--- src/rtl/mult_seq_32.sv ---
// mult_seq_32: iterative signed/unsigned shift-add multiplier, one multiplier bit per clock.
// Latency: done pulses WIDTH+1 edges after the edge that accepts start (fewer with early exit).
// Backpressure: start is ignored while busy; results hold until the next FINISH or reset.
// Optional early exit when the remaining multiplier is zero: define MULT_EARLY_EXIT_EN.
module mult_seq_32 #(
  parameter int WIDTH = 32,
  parameter int CNT_W = 6
) (
  input  logic             clk,
  input  logic             rst,
  input  logic             start,
  input  logic             signed_op,
  input  logic [WIDTH-1:0] op_a,
  input  logic [WIDTH-1:0] op_b,
  output logic             busy,
  output logic             done,
  output logic [WIDTH-1:0] result_lo,
  output logic [WIDTH-1:0] result_hi
);

  localparam logic [1:0] S_IDLE   = 2'd0;
  localparam logic [1:0] S_RUN    = 2'd1;
  localparam logic [1:0] S_FINISH = 2'd2;

  // Counter value seen on the last of the WIDTH RUN edges.
  localparam logic [CNT_W-1:0] LAST_CNT = CNT_W'(WIDTH - 1);

  logic [1:0]         state_q, state_d;
  logic [2*WIDTH-1:0] mcand_q, mcand_d;   // multiplicand, pre-shifted by the counter
  logic [WIDTH-1:0]   mplier_q, mplier_d; // remaining multiplier bits
  logic [2*WIDTH-1:0] acc_q, acc_d;
  logic [CNT_W-1:0]   cnt_q, cnt_d;
  logic               neg_q, neg_d;
  logic               busy_q, busy_d;
  logic               done_q, done_d;
  logic [2*WIDTH-1:0] res_q, res_d;

  logic [WIDTH-1:0]   mag_a, mag_b;

  // Operand magnitudes; the most-negative value maps onto itself, which is the
  // correct unsigned magnitude 2^(WIDTH-1).
  always_comb begin
    mag_a = (signed_op && op_a[WIDTH-1]) ? (~op_a + 1'b1) : op_a;
    mag_b = (signed_op && op_b[WIDTH-1]) ? (~op_b + 1'b1) : op_b;
  end

  // Next-state logic for the IDLE -> RUN -> FINISH sequence.
  always_comb begin
    state_d  = state_q;
    mcand_d  = mcand_q;
    mplier_d = mplier_q;
    acc_d    = acc_q;
    cnt_d    = cnt_q;
    neg_d    = neg_q;
    busy_d   = busy_q;
    done_d   = 1'b0;
    res_d    = res_q;
    case (state_q)
      S_IDLE: begin
        if (start) begin
          mcand_d  = {{WIDTH{1'b0}}, mag_a};
          mplier_d = mag_b;
          neg_d    = signed_op & (op_a[WIDTH-1] ^ op_b[WIDTH-1]);
          acc_d    = '0;
          cnt_d    = '0;
          busy_d   = 1'b1;
          state_d  = S_RUN;
        end
      end
      S_RUN: begin
        if (mplier_q[0]) begin
          acc_d = acc_q + mcand_q;
        end
        mcand_d  = mcand_q << 1;
        mplier_d = mplier_q >> 1;
        cnt_d    = cnt_q + 1'b1;
`ifdef MULT_EARLY_EXIT_EN
        // No set bits left means no further additions; skip straight to FINISH.
        if ((cnt_q == LAST_CNT) || (mplier_d == '0)) begin
          state_d = S_FINISH;
        end
`else
        if (cnt_q == LAST_CNT) begin
          state_d = S_FINISH;
        end
`endif
      end
      S_FINISH: begin
        res_d   = neg_q ? (~acc_q + 1'b1) : acc_q;
        done_d  = 1'b1;
        busy_d  = 1'b0;
        state_d = S_IDLE;
      end
      default: begin
        state_d = S_IDLE;
        busy_d  = 1'b0;
      end
    endcase
  end

  // State registers; reset aborts any operation in flight without a done pulse.
  always_ff @(posedge clk or posedge rst) begin
    if (rst) begin
      state_q  <= S_IDLE;
      mcand_q  <= '0;
      mplier_q <= '0;
      acc_q    <= '0;
      cnt_q    <= '0;
      neg_q    <= 1'b0;
      busy_q   <= 1'b0;
      done_q   <= 1'b0;
      res_q    <= '0;
    end else begin
      state_q  <= state_d;
      mcand_q  <= mcand_d;
      mplier_q <= mplier_d;
      acc_q    <= acc_d;
      cnt_q    <= cnt_d;
      neg_q    <= neg_d;
      busy_q   <= busy_d;
      done_q   <= done_d;
      res_q    <= res_d;
    end
  end

  assign busy      = busy_q;
  assign done      = done_q;
  assign result_lo = res_q[WIDTH-1:0];
  assign result_hi = res_q[2*WIDTH-1:WIDTH];

endmodule

--- config.mk ---
export PLATFORM = sky130hd
export DESIGN_NAME = mult_seq_32
export DESIGN_NICKNAME = d
export VERILOG_FILES = /design/src/rtl/mult_seq_32.sv
export SDC_FILE = /design/constraint.sdc
export NUM_CORES = 1
export LEC_CHECK = 0
export ABC_CLOCK_PERIOD_IN_PS = 19800
export CAP_MARGIN = 20
export CORE_MARGIN = 2
export CORE_UTILIZATION = 30
export DETAILED_ROUTE_END_ITERATION = 12
export GPL_TIMING_DRIVEN = 1
export PLACE_DENSITY_LB_ADDON = 0.25
export SYNTH_ARGS = -nofsm -noshare
export SYNTH_HDL_FRONTEND = slang
export SYNTH_SLANG_ARGS = --single-unit
--- constraint.sdc ---
create_clock -name clk -period 19.8 [get_ports clk]
set_input_delay 3.96 -clock clk [delete_from_list [all_inputs] [get_ports clk]]
set_output_delay 3.96 -clock clk [all_outputs]
set_load 0.05 [all_outputs]
Yosys cells after proc, flatten, opt, wreduce, memory -nomap -nowiden:

Index checks and enable logic that the tools add are counted.
W data, S select, Z words.

* register bits after elaboration: 235
* output and inout port bits: 66

* add/subtract/negate cells: 5
* equal/unequal tests: 6
* mux-type cells: 18
* bitwise operators: 6
* reduce and logical (&&, ||, !) cells: 9

Operators with widths (number)
* $mux W64: 4
* $pmux W64 S2: 2
* $mux W32: 3
* $add A32 B1 Y32 const B: 2
* $add A64 B1 Y64 const B: 1
* $add A64 B64 Y64: 1
* $not A32 Y32: 2
* $not A64 Y64: 1
* $pmux W32 S2: 1
* $pmux W6 S2: 1
* $reduce_and A2 Y1: 4
* $add A6 B1 Y6 const B: 1
* $eq A6 B5 Y1 const B: 1
* $mux W6: 1
* $ne A2 B2 Y1 const B: 3
* $mux W2: 2
* $pmux W2 S2: 1
* $reduce_and A3 Y1: 1
* $eq A2 B1 Y1 const B: 1
* $eq A2 B2 Y1 const B: 1
* $logic_and A1 B1 Y1: 2
* $logic_not A2 Y1: 1
* $mux W1: 2
* $pmux W1 S2: 1
* 4 further kinds: 4

Longest topological paths before layout:

* word-level depth: 5
* mapped depth: 12
* mapped depth without buffers: 12

Worst setup path after synthesis:

OpenSTA, ideal clock, no wires.

* path kind: in2reg
* start point: input op_b[1]
* end point: register mplier_q[29]
* data arrival time: 6.333 ns
* path slack: 13.339 ns
* stages: 9
* buffers on the path: 0
* cell sequence: or4_1 -> nor4_1 -> or3b_1 -> nand3b_1 -> o41ai_1 -> and2_1 -> nand2_1 -> xnor2_1 -> o21ai_1

* cells in the longest elaborated chain, start to end: 5

Ends and longest elaborated chain
* start, declared: line 14 `input logic [WIDTH-1:0] op_b,`
* $not A32 Y32: line 44 `mag_b = (signed_op && op_b[WIDTH-1]) ? (~op_b + 1'b1) : op_b;`
* $add A32 B1 Y32: line 44
* $mux W32: line 44
* $mux W32: line 60 `if (start) begin`
* $pmux W32 S2: line 58 `case (state_q)`
* end signal, assigned: line 116 `mplier_q <= mplier_d;`
* end, declared: line 30 `logic [WIDTH-1:0] mplier_q, mplier_d;`

No other way between the ends. The select of a mux whose other input is x is not followed.
A chain may end at the register's enable or synchronous reset.

Worst setup path after layout:

* start point: input op_b[0]
* end point: register mplier_q[29]

The elaborated chain is that of the path after synthesis.

==> metrics.cfg <==
[status]
status=completed

[floorplanning]
initial_utilization=0.303
rows=82
io_pins=134
die_w_um=229
die_area_um2=52200
coreArea_um2=50000
fp.dieH_um=229

[worst_setup_path]
reg2reg_slack_ns=15.81
r2r-end=acc_q[56]
crit_path_end=mplier_q[29]
cp_max_fo=5
crit_required_ns=20.25
start_kind=input port
worstRegToRegCells=10
cp.arrival_ns=7.24
cp-startpoint=op_b[0]
end_kind=flop
worstSetupPathType=in2reg
rr_startpoint=acc_q[9]

[timing]
slew_viol_final=0
rsz0062_at_grt=no
skew_ns=0.0290
worstMarginPinSlew_ns=0.961
setup_viol=0
setup_slack_ns=13.01
period_needed_ns=6.79
period_share=0.343
hold_viol=0
fmax_ghz=0.147
maxSlewHeadroom=0.343
tns_ns=0

[detailed_routing]
drc=0
num_vias=13400
wirelength_um=44900
wire_per_inst_um=17.9
ant_nets=0
viasPerCell=5.32
firstDrtPassIters=5
drtIter0Drc=745

[pwr]
seq_power_share=0.342
vdd_drop_max_uv=67.4
pwr-share-comb=0.427
power.leakage_nw=7.54
p_sw_frac=0.427
clock_power_share=0.231
internal-power_mw=1.26
power_density_nw_per_um2=122
switchingPower_mw=0.939
finalPower_mw=2.20

[logic_synthesis]
synth_cells=1734
synth_top_area_frac=0.389
async_flop_share=1.00
ys.flop_type=dfrtp_1
synth_area_leader_cell=dfrtp_1
ys_types=74
ys_seq_elements=235
synth_enable_flop_cells=0
yosys_warnings=0
syn-cell-area_um2=15100
syn_avg_cell_area_um2=8.72
syn_nets=1870
synth.area.top_cells=dfrtp_1 39%, o21ai_0 7.7%, nand2_1 5.7%, xor2_1 5.6%, ha_1 5.5%
yosysSeqAreaShare=0.389

[layout]
fin_nets=1955
most-common-layout-cells=234 x dfrtp_1, 233 x o21ai_0, 228 x nand2_1, 133 x clkdlybuf4s50_1, 122 x a21oi_1
fin_util=0.360
drive_gt1_frac=0.0462
final_common_cell=dfrtp_1
antenna_cells=0
area_growth_pct=18.9
finalNonFillerCells=2511
fillCellCount=5103

[placement]
dpl.hpwl_um=33000
place_ws_ns=12.45
port_buffers=133
gp_congestion=0.860
dp_cells=2461

[worst_hold_path]
worstHoldStart=res_q[26]
hold_class=reg2reg

[cts]
htreeDepth=1
postCtsSetupBuffers=0
path_clk_slew_ns=0.06
cts_tree=built
cts_buffer_depth=3
clk_latency_ns=0.57
clock-sinks=235
cts.root.buffer_cell=clkbuf_16
cts_hold_repair.buffers=0
cts_resized=0
cts_buffers=28

[global_routing]
grt_pass1_vias=13200
grt_overflow=0
grt_max_degree=95
antenna_found_initial=0
track_usage=0.171
grt_pass1_wl_um=73400

[run]
maxCapViolations=0

[Yosys cell counts (18+ instances only)]
cell type / n
a21oi_1: 122
inv_1: 46
or4_1: 20
nand2_1: 230
o31ai_1: 28
ha_1: 67
a22o_1: 36
o22ai_1: 27
clkbuf_1: 86
nor2_1: 71
a21o_1: 24
xnor2_1: 71
o21ai_0: 233
xor2_1: 96
nand3_1: 30
dfrtp_1: 235
a22oi_1: 47
nor3_1: 18
[sequential cells by signal, indices dropped and copies added (netlist names)]
register  count
acc_q        64
cnt_q         6
done          1
res_q        64
state_q       2
mplier_q     32
mcand_q      64
busy          1
neg_q         1
[critical path, stage by stage]
cell	delay, ns
clkdlybuf4s50_1	0.51
or4_1	0.55
nor4_1	0.57
or3b_1	0.47
nand3b_1	0.21
o41ai_1	0.41
and2_1	0.26
nand2_1	0.08
xnor2_1	0.15
o21ai_1	0.07
[power by group through the flow]
stage                     sequential, mW  combinational, mW  clock, mW
after global routing               0.770               1.06      0.544
after floorplan                    0.695              0.717          0
after detailed placement           0.757              0.940          0
final                              0.752              0.939      0.507
after global placement             0.755              0.930          0
after CTS                          0.749              0.942      0.523
[per-layer routing]
layer  vias up  part of all wire  GRT usage
li1       6567                 -          -
met1      6449              0.49      0.243
met2       290              0.45      0.274
met3        48             0.049     0.0262
met4         0             0.018     0.0396
met5         -                 0          0
[layout make-up]
| type | count | area, µm² | share of cell area |
|---|---|---|---|
| clock buffers | 39 | 813 | 0.0452 |
| inverters | 48 | 188 | 0.0104 |
| multi-input cells | 1362 | 8760 | 0.487 |
| repair buffers | 144 | 1410 | 0.0786 |
| clock inverters | 11 | 85.1 | 0.00473 |
| flip-flops and latches | 235 | 5880 | 0.327 |
| well taps | 672 | 841 | 0.0468 |
[worst min-delay path by stage]
stage / slack, ns / depth (start not counted) / to
final: 0.48 / 2 / res_q[26]
after global routing: 0.51 / 2 / res_q[23]
after CTS: 0.48 / 2 / res_q[61]
after detailed placement: 0.47 / 2 / res_q[61]
after global placement: 0.46 / 2 / res_q[28]
after floorplan: 0.45 / 2 / mplier_q[31]
[cells by family after synthesis]
| group | Yosys count | share of synthesized area |
|---|---|---|
| DFF | 235 | 0.389 |
| muxes | 4 | 0.00265 |
| and+or+nand+nor | 485 | 0.156 |
| xor gates and xnor gates | 167 | 0.0967 |
| adders and majority gates | 68 | 0.0568 |
| buffers and inverters | 137 | 0.0342 |
| AOI/OAI and AO/OA | 638 | 0.265 |
[per-stage QoR]
stage / area [µm²] / hold slack, ns
final: 18000 / 0.475
after CTS: 18000 / 0.484
after detailed placement: 17100 / 0.471
after global placement: 17100 / 0.465
after floorplan: 15100 / 0.447
after global routing: 18000 / 0.509
No activity file was read; power rests on OpenSTA's default activity.
